--- src/rtl/glb_fps_port.sv ---
// Global-buffer port for the FPS engine: coordinate reads and distance read/write
// traffic. Each read path returns data through its own 3-deep output FIFO.

module glb_fps_rdchan #(
    parameter int DW = 256
) (
    input  logic          clk,
    input  logic          rst_n,
    input  logic          flush,
    input  logic          issue,
    input  logic [DW-1:0] sramDat,
    input  logic          popRdy,
    output logic          spaceAvail,
    output logic          headVld,
    output logic [DW-1:0] headDat
);
    localparam int DEPTH = 3;

    logic [DW-1:0] mem_r [DEPTH];
    logic [1:0]    wrPtr_r;
    logic [1:0]    rdPtr_r;
    logic [1:0]    count_r;
    logic          inflight_r;
    logic          push_s;
    logic          pop_s;
    logic [2:0]    occ_s;
    logic [1:0]    countNext_s;

    function automatic logic [1:0] ptrInc(input logic [1:0] p);
        logic [1:0] n;
        case (p)
            2'd0:    n = 2'd1;
            2'd1:    n = 2'd2;
            default: n = 2'd0;
        endcase
        return n;
    endfunction

    // Occupancy counts the read still in the SRAM pipe, so the FIFO can never overflow.
    always_comb begin
        occ_s       = {1'b0, count_r} + {2'b00, inflight_r};
        spaceAvail  = (occ_s < 3'd3);
        headVld     = (count_r != 2'd0);
        headDat     = mem_r[rdPtr_r];
        push_s      = inflight_r & ~flush;
        pop_s       = headVld & popRdy & ~flush;
        case ({push_s, pop_s})
            2'b10:   countNext_s = count_r + 2'd1;
            2'b01:   countNext_s = count_r - 2'd1;
            default: countNext_s = count_r;
        endcase
    end

    // FIFO storage, pointers, count and in-flight flag; flush drops returning data.
    always_ff @(posedge clk or negedge rst_n) begin
        if (!rst_n) begin
            for (int i = 0; i < DEPTH; i++) begin
                mem_r[i] <= {DW{1'b0}};
            end
            wrPtr_r    <= 2'd0;
            rdPtr_r    <= 2'd0;
            count_r    <= 2'd0;
            inflight_r <= 1'b0;
        end else if (flush) begin
            wrPtr_r    <= 2'd0;
            rdPtr_r    <= 2'd0;
            count_r    <= 2'd0;
            inflight_r <= 1'b0;
        end else begin
            inflight_r <= issue;
            count_r    <= countNext_s;
            if (push_s) begin
                mem_r[wrPtr_r] <= sramDat;
                wrPtr_r        <= ptrInc(wrPtr_r);
            end
            if (pop_s) begin
                rdPtr_r <= ptrInc(rdPtr_r);
            end
        end
    end
endmodule

module glb_fps_port #(
    parameter int SRAM_WIDTH    = 256,
    parameter int IDX_WIDTH     = 10,
    parameter int DISTSQR_WIDTH = 16
) (
    input  logic                             clk,
    input  logic                             rst_n,
    input  logic                             CCUCTR_Rst,
    input  logic [IDX_WIDTH-1:0]             FPSGLB_CrdAddr,
    input  logic                             FPSGLB_CrdAddrVld,
    output logic                             GLBFPS_CrdAddrRdy,
    output logic [SRAM_WIDTH-1:0]            GLBFPS_Crd,
    output logic                             GLBFPS_CrdVld,
    input  logic                             FPSGLB_CrdRdy,
    input  logic [IDX_WIDTH-1:0]             CTRGLB_DistRdAddr,
    input  logic                             CTRGLB_DistRdAddrVld,
    output logic                             GLBCTR_DistRdAddrRdy,
    output logic [DISTSQR_WIDTH+IDX_WIDTH-1:0] GLBCTR_DistIdx,
    output logic                             GLBCTR_DistIdxVld,
    input  logic                             CTRGLB_DistIdxRdy,
    input  logic [IDX_WIDTH-1:0]             CTRGLB_DistWrAddr,
    input  logic [DISTSQR_WIDTH+IDX_WIDTH-1:0] CTRGLB_DistIdx,
    input  logic                             CTRGLB_DistIdxVld,
    output logic                             GLBCTR_DistIdxRdy,
    output logic                             CrdSram_RdEn,
    output logic [IDX_WIDTH-1:0]             CrdSram_Addr,
    input  logic [SRAM_WIDTH-1:0]            CrdSram_RdDat,
    output logic                             DistSram_En,
    output logic                             DistSram_We,
    output logic [IDX_WIDTH-1:0]             DistSram_Addr,
    output logic [DISTSQR_WIDTH+IDX_WIDTH-1:0] DistSram_WrDat,
    input  logic [DISTSQR_WIDTH+IDX_WIDTH-1:0] DistSram_RdDat
);
    localparam int DIW = DISTSQR_WIDTH + IDX_WIDTH;

    logic crdSpace_s;
    logic crdIssue_s;
    logic distSpace_s;
    logic distIssue_s;
    logic distWr_s;

    // Handshake decode; a pending write blocks the distance read port for that cycle.
    always_comb begin
        GLBFPS_CrdAddrRdy    = crdSpace_s & ~CCUCTR_Rst;
        crdIssue_s           = FPSGLB_CrdAddrVld & GLBFPS_CrdAddrRdy;
        GLBCTR_DistIdxRdy    = ~CCUCTR_Rst;
        distWr_s             = CTRGLB_DistIdxVld & GLBCTR_DistIdxRdy;
        GLBCTR_DistRdAddrRdy = distSpace_s & ~CTRGLB_DistIdxVld & ~CCUCTR_Rst;
        distIssue_s          = CTRGLB_DistRdAddrVld & GLBCTR_DistRdAddrRdy;
    end

    // Coordinate SRAM request, driven in the handshake cycle.
    always_comb begin
        CrdSram_RdEn = crdIssue_s;
        if (crdIssue_s) begin
            CrdSram_Addr = FPSGLB_CrdAddr;
        end else begin
            CrdSram_Addr = {IDX_WIDTH{1'b0}};
        end
    end

    // Distance SRAM port shared by write and read, write first.
    always_comb begin
        DistSram_En    = 1'b0;
        DistSram_We    = 1'b0;
        DistSram_Addr  = {IDX_WIDTH{1'b0}};
        DistSram_WrDat = {DIW{1'b0}};
        if (distWr_s) begin
            DistSram_En    = 1'b1;
            DistSram_We    = 1'b1;
            DistSram_Addr  = CTRGLB_DistWrAddr;
            DistSram_WrDat = CTRGLB_DistIdx;
        end else if (distIssue_s) begin
            DistSram_En   = 1'b1;
            DistSram_Addr = CTRGLB_DistRdAddr;
        end else begin
            DistSram_En = 1'b0;
        end
    end

    glb_fps_rdchan #(.DW(SRAM_WIDTH)) uCrdChan (
        .clk        (clk),
        .rst_n      (rst_n),
        .flush      (CCUCTR_Rst),
        .issue      (crdIssue_s),
        .sramDat    (CrdSram_RdDat),
        .popRdy     (FPSGLB_CrdRdy),
        .spaceAvail (crdSpace_s),
        .headVld    (GLBFPS_CrdVld),
        .headDat    (GLBFPS_Crd)
    );

    glb_fps_rdchan #(.DW(DIW)) uDistChan (
        .clk        (clk),
        .rst_n      (rst_n),
        .flush      (CCUCTR_Rst),
        .issue      (distIssue_s),
        .sramDat    (DistSram_RdDat),
        .popRdy     (CTRGLB_DistIdxRdy),
        .spaceAvail (distSpace_s),
        .headVld    (GLBCTR_DistIdxVld),
        .headDat    (GLBCTR_DistIdx)
    );
endmodule

--- config.mk ---
export PLATFORM = sky130hd
export DESIGN_NAME = glb_fps_port
export DESIGN_NICKNAME = d
export VERILOG_FILES = /design/src/rtl/glb_fps_port.sv
export SDC_FILE = /design/constraint.sdc
export NUM_CORES = 1
export LEC_CHECK = 0
export CAP_MARGIN = 5
export CORE_UTILIZATION = 55
export CTS_BUF_LIST = sky130_fd_sc_hd__clkbuf_4
export CTS_CLUSTER_DIAMETER = 150
export DETAILED_ROUTE_END_ITERATION = 8
export PLACE_DENSITY = 0.95
export SYNTH_ARGS = -nofsm -noshare
export SYNTH_HDL_FRONTEND = slang
export SYNTH_HIERARCHICAL = 1
export SYNTH_SLANG_ARGS = --single-unit
--- constraint.sdc ---
create_clock -name clk -period 3.95 [get_ports clk]
set_input_delay 0.9875 -clock clk [delete_from_list [all_inputs] [get_ports clk]]
set_output_delay 0.9875 -clock clk [all_outputs]
set_load 0.05 [all_outputs]
==> impl_metrics.csv <==
group,metric,value,unit
global_routing,grt_max_degree,115,
placement,io_buffers,681,
synth,synth.area.mux_share,32.4,%
drt,dr.pass1.iters,8,
synth,synth_top_family_by_area,"multiplexers",
drt,drc,0,
worst_setup_path,crit_path_start_kind,"register",
die,die_w,267,µm
synth,synth-compound-area-share,3.99,%
pwr,switching_share,37.4,%
worst_setup_path,worst-r2r-cell-count,6,
drt,via_per_inst,6.31,
synth,synth_cells,2885,
synth,yosysTopAreaCell,"dfrtp_1",
die,initial_utilization,55.9,%
sta,timing.final.crit_period,4.28,ns
layout,layout-drive-gt1-share,42.9,%
sta,max_freq,233,MHz
synth,synth_top_area_share,55.8,%
cts,cts_tree,"built",
drt,drt_iter0_drc,3355,
cts,insertion_delay,1.15,ns
cts,clockBufferDepth,3,
global_routing,antenna_found_initial,36,
sta,finClkSkew,0.140,ns
drt,wirelength,142000,µm
synth,synth_edf_count,0,
die,dieArea,71200,µm²
sta,tightest_slew,1.27,ns
sta,setup_viol,9,
outcome,status,"finished with violations",
sta,finalSetupTns,-0.727,ns
worst_setup_path,crit_arrival,3.30,ns
synth,synthSimpleGateAreaFrac,4.57,%
global_routing,grt_pass1_vias,32400,
sta,maxSlewViolCount,0,
job,maxCapViolations,0,
synth,synth-xor-area-share,0,%
pwr,p_clk_share,27.9,%
synth,syn-num-nets,3235,
die,io_pins,682,
pwr,power.leakage,0.0233,µW
cts,clkTransAtPathRegs,0.06,ns
placement,place_hpwl,73800,µm
synth,ys.flop_type,"dfrtp_1",
pwr,combPwrFrac,32.9,%
die,fp-row-count,96,
worst_setup_path,endpoint_kind,"primary output",
pwr,max-vdd-ir-drop,0.535,mV
sta,setup_ws,-0.333,ns
synth,synthAdderAreaFrac,0.130,%
layout,fin_util,75.8,%
synth,synth_area_leaders,"dfrtp_1 56%, mux2_2 21%, mux2i_1 7.5%",
synth,yosysSeqAreaShare,55.8,%
synth,synth_common_cells,"860 x dfrtp_1, 724 x mux2_2, 297 x nand2_1",
global_routing,grtUsageTotal,36.6,%
synth,syn_area_per_cell,13.4,µm²
synth,syn_area,38500,µm²
sta,slew_headroom,14.8,%
synth,yosysUniqueCellTypes,40,
cts,cts_buffers,211,
hold_path,hold_path_class,"register to register",
drt,ant_nets,0,
placement,dpl.cell_count,4396,
pwr,power_per_cell_area,527,nW/µm²
cts,cts_root_buffer,"clkbuf_4",
pwr,power_frac_seq,39.3,%
layout,fin_nets,4077,
synth,async_reset_ff_share,100,%
pwr,power,27600,µW
synth,yosysMostFrequentCell,"dfrtp_1",
layout,final_cells,4845,
placement,place.gp.congestion,0.878,
drt,wl_per_cell,29.4,µm
worst_setup_path,criticalPathCategory,"register to primary output",
cts,htreeDepth,4,
synth,yosysWarningCount,6,
die,core,68900,µm²
worst_setup_path,worstPathRequired,2.96,ns
die,die_y,267,µm
drt,vias,30600,
sta,fin_crit_sh,108,%
layout,area_growth,35.6,%
cts,cts_sinks,860,
sta,finalHoldViolCount,0,
worst_setup_path,critPathMaxFanout,7,
global_routing,overflow,0,
sta,rsz0062_at_grt,"true",
outcome,violations,"setup timing",
hold_path,hold_depth,1,
global_routing,grt_pass1_wl,196000,µm
pwr,p_int,17300,µW
synth,synth_seq_cells,860,
pwr,switchingPower,10300,µW
stage by stage:
step           area, µm²  setup slack, ns  hold slack (ns)
3_5_place_dp       48100            0.409            0.474
4_1_cts            51500          -0.0109            0.458
5_1_grt            52300           -0.355            0.487
3_3_place_gp       48100            0.493            0.466
2_1_floorplan      38500            0.457            0.457
6_report           52300           -0.333            0.487
routing by layer:
| metal | track usage, % | wire length, µm | up-vias |
|---|---|---|---|
| met5 | 0 | 56 | - |
| met4 | 28.7 | 12900 | 10 |
| met3 | 11.4 | 14000 | 911 |
| met2 | 60.1 | 68600 | 2322 |
| met1 | 39.2 | 46600 | 15300 |
| li1 | - | - | 12100 |
logic make-up after synthesis:
logic type	count (synthesis)
buffers and inverters	197
multiplexers	1135
adder cells (fa/ha/maj)	4
flip-flops	860
AO/OA/AOI/OAI	306
AND/OR/NAND/NOR	383
critical path: stages (launching register included):
cell and delay (ns):
dfrtp_4 0.50, buf_6 0.15, buf_4 0.19, mux2i_1 0.18, o21ai_1 0.99, buf_12 0.23
state kept, by name (all words and copies together) (netlist names):
| signal | cells |
|---|---|
| uCrdChan/count_r | 2 |
| uCrdChan/rdPtr_r | 2 |
| uDistChan/wrPtr_r | 2 |
| uCrdChan/wrPtr_r | 2 |
| uDistChan/inflight_r | 1 |
| uCrdChan/mem_r | 768 |
| uDistChan/rdPtr_r | 2 |
| uDistChan/count_r | 2 |
| uCrdChan/inflight_r | 1 |
| uDistChan/mem_r | 78 |
cell usage in the layout, fill, tap and decap left out, drive strengths merged:
cell | Yosys | layout
nor2 | 10 | 10
nand4b | 10 | 10
clkdlybuf4s50 | 0 | 346
a21oi | 18 | 18
a2111oi | 1 | 1
clkbuf | 47 | 305
nor4 | 1 | 1
inv | 1 | 10
mux2i | 288 | 288
nand2 | 297 | 297
nor3b | 5 | 5
and4b | 1 | 1
bufbuf | 0 | 3
nor2b | 7 | 7
or3 | 2 | 2
clkinv | 0 | 54
nand2b | 4 | 4
nand3b | 1 | 1
nor3 | 3 | 3
dfrtp | 860 | 860
and2 | 36 | 36
dlygate4sd2 | 0 | 1
buf | 149 | 457
o31ai | 1 | 1
and3 | 1 | 1
clkdlybuf4s15 | 0 | 7
diode | 0 | 40
bufinv | 0 | 1
o21ai | 286 | 286
or2 | 3 | 3
mux2 | 847 | 847
dlygate4sd3 | 0 | 1
ha | 4 | 4
and3b | 2 | 3
what timing repair did:
item	4_1_cts	5_1_grt
buffers inserted	21	3
gates cloned	13	11
endpoints found under the setup margin	259	139
hold buffers	1	0
gates resized for setup	129	207
pin swaps	4	4
endpoints found under the hold margin	54	0
power groups by stage:
| stage | registers (µW) | logic (µW) | clock network, µW |
|---|---|---|---|
| 2_1_floorplan | 10600 | 4630 | 0 |
| 3_3_place_gp | 10600 | 8180 | 0 |
| 3_5_place_dp | 10800 | 8390 | 0 |
| 4_1_cts | 10700 | 8610 | 7530 |
| 5_1_grt | 10900 | 9290 | 8160 |
| 6_report | 10800 | 9060 | 7680 |
area by class of cell:
type | count | area, µm²
Antenna cell | 40 | 100
Clock buffer | 296 | 2220
Clock inverter | 64 | 383
Fill cell | 3488 | 16700
Inverter | 1 | 3.75
Multi-Input combinational cell | 1829 | 16300
Sequential cell | 860 | 21500
Tap cell | 931 | 1160
Timing Repair Buffer | 824 | 10600
final timing paths:
check                                         start             endpoint  slack [ns]
worst max-delay path            uCrdChan/rdPtr_r[1]       GLBFPS_Crd[31]       -0.33
worst min-delay path            uCrdChan/mem_r[487]  uCrdChan/mem_r[487]        0.49
worst max register to register  uCrdChan/inflight_r  uCrdChan/mem_r[527]        1.70
worst min register to register  uCrdChan/mem_r[487]  uCrdChan/mem_r[487]        0.49
max in group asynchronous                     rst_n  uCrdChan/mem_r[343]        2.17
min in group asynchronous                     rst_n  uDistChan/mem_r[14]        0.51
(Power assumes the default switching activity.)
